--- src/rtl/mmio_console_if.sv ---
// mmio_console_if: CPU data-bus slave port of the memory-mapped console.
// The CPU side (master) issues select/strobes/address/data; the console
// (slave) returns registered load data.
interface mmio_console_if;
    logic        sel;
    logic        we;
    logic        re;
    logic [3:0]  addr;
    logic [31:0] wdata;
    logic [31:0] rdata;

    modport master (
        output sel,
        output we,
        output re,
        output addr,
        output wdata,
        input  rdata
    );

    modport slave (
        input  sel,
        input  we,
        input  re,
        input  addr,
        input  wdata,
        output rdata
    );
endinterface

--- src/rtl/mmio_console.sv ---
// mmio_console: memory-mapped console responder.
// Stores to TXDATA are queued in a circular TX FIFO and drained over an 8N1
// serial line; a store to EXIT raises a sticky halt flag with an exit code.
// Optional macro CONSOLE_SIM_PRINT_EN echoes accepted characters and EXIT
// writes to the simulator log; it has no effect on the ports.
module mmio_console #(
    parameter int CLKS_PER_BIT = 4,
    parameter int FIFO_DEPTH   = 8
) (
    input  logic          clk,
    input  logic          reset,
    mmio_console_if.slave bus,
    output logic          tx,
    output logic          halt,
    output logic [7:0]    exit_code
);
    localparam int PTR_W  = $clog2(FIFO_DEPTH);
    localparam int CNT_W  = PTR_W + 1;
    localparam int BAUD_W = $clog2(CLKS_PER_BIT);

    typedef enum logic [1:0] {
        S_IDLE,
        S_START,
        S_DATA,
        S_STOP
    } state_t;

    state_t            state;
    state_t            next_state;
    logic [7:0]        fifo_mem [FIFO_DEPTH];
    logic [PTR_W-1:0]  wr_ptr;
    logic [PTR_W-1:0]  rd_ptr;
    logic [CNT_W-1:0]  count;
    logic              overflow;
    logic [7:0]        shift_reg;
    logic [2:0]        bit_idx;
    logic [BAUD_W-1:0] baud_cnt;
    logic              baud_done;
    logic [1:0]        reg_sel;
    logic              wr_en;
    logic              rd_en;
    logic              push_req;
    logic              status_wr;
    logic              exit_wr;
    logic              fifo_full;
    logic              fifo_empty;
    logic              pop;
    logic              push;
    logic              busy;
    logic [4:0]        count_ext;
    logic [3:0]        count_sat;
    logic [31:0]       status_word;
    logic              unused_bits;

    assign reg_sel    = bus.addr[3:2];
    assign wr_en      = bus.sel & bus.we;
    assign rd_en      = bus.sel & bus.re;
    assign push_req   = wr_en && (reg_sel == 2'd0);
    assign status_wr  = wr_en && (reg_sel == 2'd1);
    assign exit_wr    = wr_en && (reg_sel == 2'd2);
    assign fifo_full  = (count == CNT_W'(FIFO_DEPTH));
    assign fifo_empty = (count == '0);
    assign pop        = (state == S_IDLE) && !fifo_empty;
    // A full FIFO still accepts a byte when a pop frees a slot in the same cycle
    assign push       = push_req && (!fifo_full || pop);
    assign baud_done  = (baud_cnt == BAUD_W'(CLKS_PER_BIT - 1));
    assign busy       = (state != S_IDLE);
    assign count_ext  = 5'(count);
    assign count_sat  = (count_ext > 5'd15) ? 4'hF : count_ext[3:0];
    assign status_word = {24'b0, count_sat, overflow, busy, fifo_empty, fifo_full};
    assign unused_bits = ^{bus.addr[1:0], bus.wdata[31:8]};

    // FIFO pointers and occupancy; simultaneous push and pop leave count unchanged
    always_ff @(posedge clk) begin
        if (reset) begin
            wr_ptr <= '0;
            rd_ptr <= '0;
            count  <= '0;
        end else begin
            if (push) wr_ptr <= wr_ptr + PTR_W'(1);
            if (pop)  rd_ptr <= rd_ptr + PTR_W'(1);
            if (push && !pop)
                count <= count + CNT_W'(1);
            else if (pop && !push)
                count <= count - CNT_W'(1);
        end
    end

    // FIFO storage; contents are meaningless until written, so no reset
    always_ff @(posedge clk) begin
        if (push) fifo_mem[wr_ptr] <= bus.wdata[7:0];
    end

    // Sticky overflow flag: set on a dropped byte, cleared by STATUS write with bit 3
    always_ff @(posedge clk) begin
        if (reset)
            overflow <= 1'b0;
        else if (push_req && fifo_full && !pop)
            overflow <= 1'b1;
        else if (status_wr && bus.wdata[3])
            overflow <= 1'b0;
    end

    // Sticky halt request; later EXIT writes only replace the code
    always_ff @(posedge clk) begin
        if (reset) begin
            halt      <= 1'b0;
            exit_code <= 8'h00;
        end else if (exit_wr) begin
            halt      <= 1'b1;
            exit_code <= bus.wdata[7:0];
        end
    end

    // Registered load data reflecting state before the sampling edge; held between reads
    always_ff @(posedge clk) begin
        if (reset) begin
            bus.rdata <= '0;
        end else if (rd_en) begin
            case (reg_sel)
                2'd1:    bus.rdata <= status_word;
                2'd2:    bus.rdata <= {23'b0, halt, exit_code};
                default: bus.rdata <= '0;
            endcase
        end
    end

    // Serializer state register
    always_ff @(posedge clk) begin
        if (reset)
            state <= S_IDLE;
        else
            state <= next_state;
    end

    // Baud counter, bit index and shift register; counter restarts at every bit boundary
    always_ff @(posedge clk) begin
        if (reset) begin
            baud_cnt  <= '0;
            bit_idx   <= '0;
            shift_reg <= '0;
        end else begin
            if (state == S_IDLE || baud_done)
                baud_cnt <= '0;
            else
                baud_cnt <= baud_cnt + BAUD_W'(1);
            if (pop) begin
                shift_reg <= fifo_mem[rd_ptr];
                bit_idx   <= '0;
            end else if (state == S_DATA && baud_done) begin
                shift_reg <= shift_reg >> 1;
                bit_idx   <= bit_idx + 3'd1;
            end
        end
    end

    // Serializer next-state: start when data is queued, advance on bit boundaries
    always_comb begin
        next_state = state;
        case (state)
            S_IDLE:  if (!fifo_empty) next_state = S_START;
            S_START: if (baud_done) next_state = S_DATA;
            S_DATA:  if (baud_done && bit_idx == 3'd7) next_state = S_STOP;
            S_STOP:  if (baud_done) next_state = S_IDLE;
            default: next_state = S_IDLE;
        endcase
    end

    // Serial line level: low start bit, LSB-first data, high stop and idle
    always_comb begin
        tx = 1'b1;
        case (state)
            S_START: tx = 1'b0;
            S_DATA:  tx = shift_reg[0];
            default: tx = 1'b1;
        endcase
    end

`ifdef CONSOLE_SIM_PRINT_EN
    // Echo accepted characters and exit requests to the simulation log
    always @(posedge clk) begin
        if (!reset && push)    $write("%c", bus.wdata[7:0]);
        if (!reset && exit_wr) $display("EXIT %0d", bus.wdata[7:0]);
    end
`else
    // Synthesizable build: no simulation echo logic.
`endif

endmodule

--- src/flat_wrapper.sv ---
// flat-port wrapper written by rule: the top's interface ports become plain ports
module mmio_console_flat 
#(
    parameter int CLKS_PER_BIT = 4,
    parameter int FIFO_DEPTH   = 8
)
  (clk, reset, tx, halt, exit_code, bus_sel, bus_we, bus_re, bus_addr, bus_wdata, bus_rdata);
  mmio_console_if bus_i ();
  input  logic clk;
  input  logic reset;
  output logic tx;
  output logic halt;
  output logic [7:0] exit_code;
  input wire logic [$bits(bus_i.sel)-1:0] bus_sel;
  input wire logic [$bits(bus_i.we)-1:0] bus_we;
  input wire logic [$bits(bus_i.re)-1:0] bus_re;
  input wire logic [$bits(bus_i.addr)-1:0] bus_addr;
  input wire logic [$bits(bus_i.wdata)-1:0] bus_wdata;
  output wire logic [$bits(bus_i.rdata)-1:0] bus_rdata;
  assign bus_i.sel = bus_sel;
  assign bus_i.we = bus_we;
  assign bus_i.re = bus_re;
  assign bus_i.addr = bus_addr;
  assign bus_i.wdata = bus_wdata;
  assign bus_rdata = bus_i.rdata;
  mmio_console #(.CLKS_PER_BIT(CLKS_PER_BIT), .FIFO_DEPTH(FIFO_DEPTH)) u_core (.clk(clk), .reset(reset), .bus(bus_i), .tx(tx), .halt(halt), .exit_code(exit_code));
endmodule
--- config.mk ---
export PLATFORM = sky130hd
export DESIGN_NAME = mmio_console_flat
export DESIGN_NICKNAME = d
export VERILOG_FILES = /design/src/rtl/mmio_console_if.sv /design/src/rtl/mmio_console.sv /design/src/flat_wrapper.sv
export SDC_FILE = /design/constraint.sdc
export NUM_CORES = 1
export LEC_CHECK = 0
export ABC_AREA = 1
export BUFFER_PORTS_ARGS = -buffer_cell sky130_fd_sc_hd__buf_2
export CAP_MARGIN = 25
export CORE_MARGIN = 8
export CORE_UTILIZATION = 34
export DETAILED_ROUTE_END_ITERATION = 10
export GPL_TIMING_DRIVEN = 0
export PLACE_DENSITY_LB_ADDON = 0.2
export SYNTH_ARGS = -nofsm -noshare
export SYNTH_HDL_FRONTEND = slang
export SYNTH_SLANG_ARGS = --single-unit
--- constraint.sdc ---
create_clock -name clk -period 5.1 [get_ports clk]
set_clock_uncertainty 0.05 [all_clocks]
set_input_delay 0 -clock clk [delete_from_list [all_inputs] [get_ports clk]]
set_output_delay 0 -clock clk [all_outputs]
set_load 0.02 [all_outputs]
==> results.toml <==
[run_status]
status = "complete, no violations"

[setup_path]
worstPathMaxFanout = 6
required_ns = 5.26
path_cells = "inv_1 -> ha_1 -> inv_1 -> nand4_1 -> nand2_2 -> inv_1 -> ha_1 -> inv_1 -> ha_1 -> a21oi_1 -> nand2_1 -> o21ai_0 -> nand2_1 -> nand2_1 -> a21oi_1"
slowest_delay_ns = 0.37
worstReg2RegStart = "u_core.state[0]"
cp-end-kind = "flip-flop"
cp_slowest_cell = "dfxtp_1"
path_class = "flip-flop to flip-flop"
startpoint = "u_core.state[0]"
crit_top_cell = "inv_1"
r2r_setup_slack_ns = 2.45
worstPathArrival_ns = 2.81
start_kind = "flip-flop"

[logic_synthesis]
syn_area_per_cell_um2 = 9.10
synth_edf_count = 64
ys.flop_type = "edfxtp_1"
synthArstFlopShare_pct = 0
synth_area_um2 = 5050
yosysUniqueCellTypes = 30
seq_area_frac_synth_pct = 56.7
yosysWarnings = 0
synth.top_cell.area_share_pct = 38.0
ys_ff_latch = 111
postSynthCellCount = 555
synth_area_leaders = "edfxtp_1, dfxtp_1, nand2_1, inv_1, nand3_1"
synth_top_cell_by_area = "edfxtp_1"

[clock_tree]
cts_tree = "done"
clk_path_buf_depth = 2
clkSinkCount = 111
cts_buffers = 9
cts-root-buf = "clkbuf_16"
worstSkewPairLatency_ns = 0.34
htreeDepth = 3
post_cts_buffers = 0
post_cts_resized = 0
clkTransAtPathRegs_ns = 0.07
cts_hold_buf = 11

[sta]
period_minus_slack_ns = 2.65
fmax_mhz = 378
relSlewSlack_pct = 45.3
final_max_slew_viol_count = 0
final-setup-viol-count = 0
hold_violations = 0
post-route-period-util_pct = 51.9
rsz0062_at_grt = "false"
tightestPinTransition_ns = 0.817
fin_setup_tns_ns = 0

[final_layout]
layout-drive-gt1-share_pct = 15.3
largest_reg_flops = 64
area_growth_pct = 18.0
regMostFlops = "u_core.fifo_mem"
reg_top3 = "u_core.fifo_mem (64), u_core.bus.rdata (9)"
final_common_cell = "nand2_1"
diodes = 0
finalNetCount = 689
final_cell_mix = "nand2_1, inv_1, edfxtp_1"

[global_route]
grt_pass1_vias = 3660
gr-total-overflow = 0
grt_use_total_pct = 12.4
antenna_found_initial = 0
grt_max_degree = 18
grt_pass1_wl_mm = 18.3

[placement]
globalplace.congestion = 0.849
io_buffer_count = 32
dp_hpwl_mm = 8.53

[detailed_routing]
vias_per_cell = 4.56
wirelength_mm = 11.6
ant_nets = 0
drt_iter0_drc = 179
num_vias = 3741
route.detailed.drc = 0
drt_first_pass_iters = 4
wl_per_cell_um = 14.1

[hold_path]
worstHoldStart = "bus_we"
hold_class = "input port to flip-flop"

[floorplan]
start_util_pct = 34.8
dieArea_um2 = 19000
rows = 44
core_um2 = 14500
io_pins = 83
die_height_um = 138
die_width_um = 138

[pwr]
p_leak_nw = 2.64
total_power_w = 0.00257
power_density_nw_per_um2 = 430
vdd_drop_max_uv = 171

[run]
maxCapViolCount = 0
[where the power goes]
part,switching [W],internal [W]
clock network,0.000312,0.000438
registers,0.0000457,0.00101
logic,0.000498,0.000261
total,0.000856,0.00171
[routing by layer]
layer  up-vias  routed length [um]  part of all wire (%)  GRT usage [%]
met4         0                 229                   2.0           4.78
li1       1905                   -                     -              -
met2       115                5410                    47           20.6
met3        20                 852                   7.3           2.83
met5         -                   0                     0              0
met1      1701                5110                    44           15.4
[Yosys cell counts, types with 4 or more instances]
library cell  count
inv_1            83
dfxtp_1          47
nor2_1           22
o21ai_0          32
buf_4            28
ha_1             16
inv_2             4
nand2_1         122
buf_2             8
o22ai_1           7
clkbuf_1          4
edfxtp_1         64
nand3_1          55
a21oi_1          39
[final timing paths]
kind / end / cells after the start
hold reg to reg: u_core.baud_cnt[0] / 1
setup / recovery: u_core.count[3] / 15
setup reg to reg: u_core.count[3] / 15
hold / removal: u_core.overflow / 5
[cell type report]
| type | count | area [um^2] |
|---|---|---|
| Fill cell | 1469 | 8570 |
| Sequential cell | 111 | 2860 |
| Multi-Input combinational cell | 337 | 1660 |
| Buffer | 42 | 282 |
| Timing Repair Buffer | 43 | 270 |
| Clock buffer | 12 | 278 |
| Clock inverter | 4 | 48.8 |
| Inverter | 87 | 327 |
| Tap cell | 184 | 230 |
[worst max-delay path, delay by kind of cell, from the launching register on]
family / cells / cell delay [ns]
DFF: 1 / 0.37
buffers and inverters: 4 / 0.42
AOI/OAI and AO/OA: 3 / 0.33
and+or+nand+nor: 5 / 0.54
adders and majority gates: 3 / 0.80
[cells by family (layout without fill, tap and decap cells)]
group / after synthesis / after routing / synth area share, %
AOI/OAI and AO/OA: 81 / 81 / 8.30
xor gates and xnor gates: 3 / 3 / 0.520
adders and majority gates: 17 / 17 / 4.36
buffers and inverters: 129 / 188 / 12.0
DFF: 111 / 111 / 56.7
other: 1 / 23 / 0.0742
and+or+nand+nor: 213 / 213 / 18.0
[through the flow]
stage | std cells | utilization, % | hold WS (ns) | cell area (um^2) | setup slack [ns]
4_1_cts | 820 | 41.0 | 0.0145 | 5960 | 2.42
5_1_grt | 820 | 41.0 | 0.112 | 5960 | 2.16
6_report | 820 | 41.0 | 0.0199 | 5960 | 2.45
2_1_floorplan | 577 | - | 0.0489 | 5130 | 2.89
3_3_place_gp | 793 | 38.0 | 0.235 | 5520 | 2.51
3_5_place_dp | 793 | 38.0 | 0.254 | 5520 | 2.43
No activity file was read; power rests on OpenSTA's default activity.
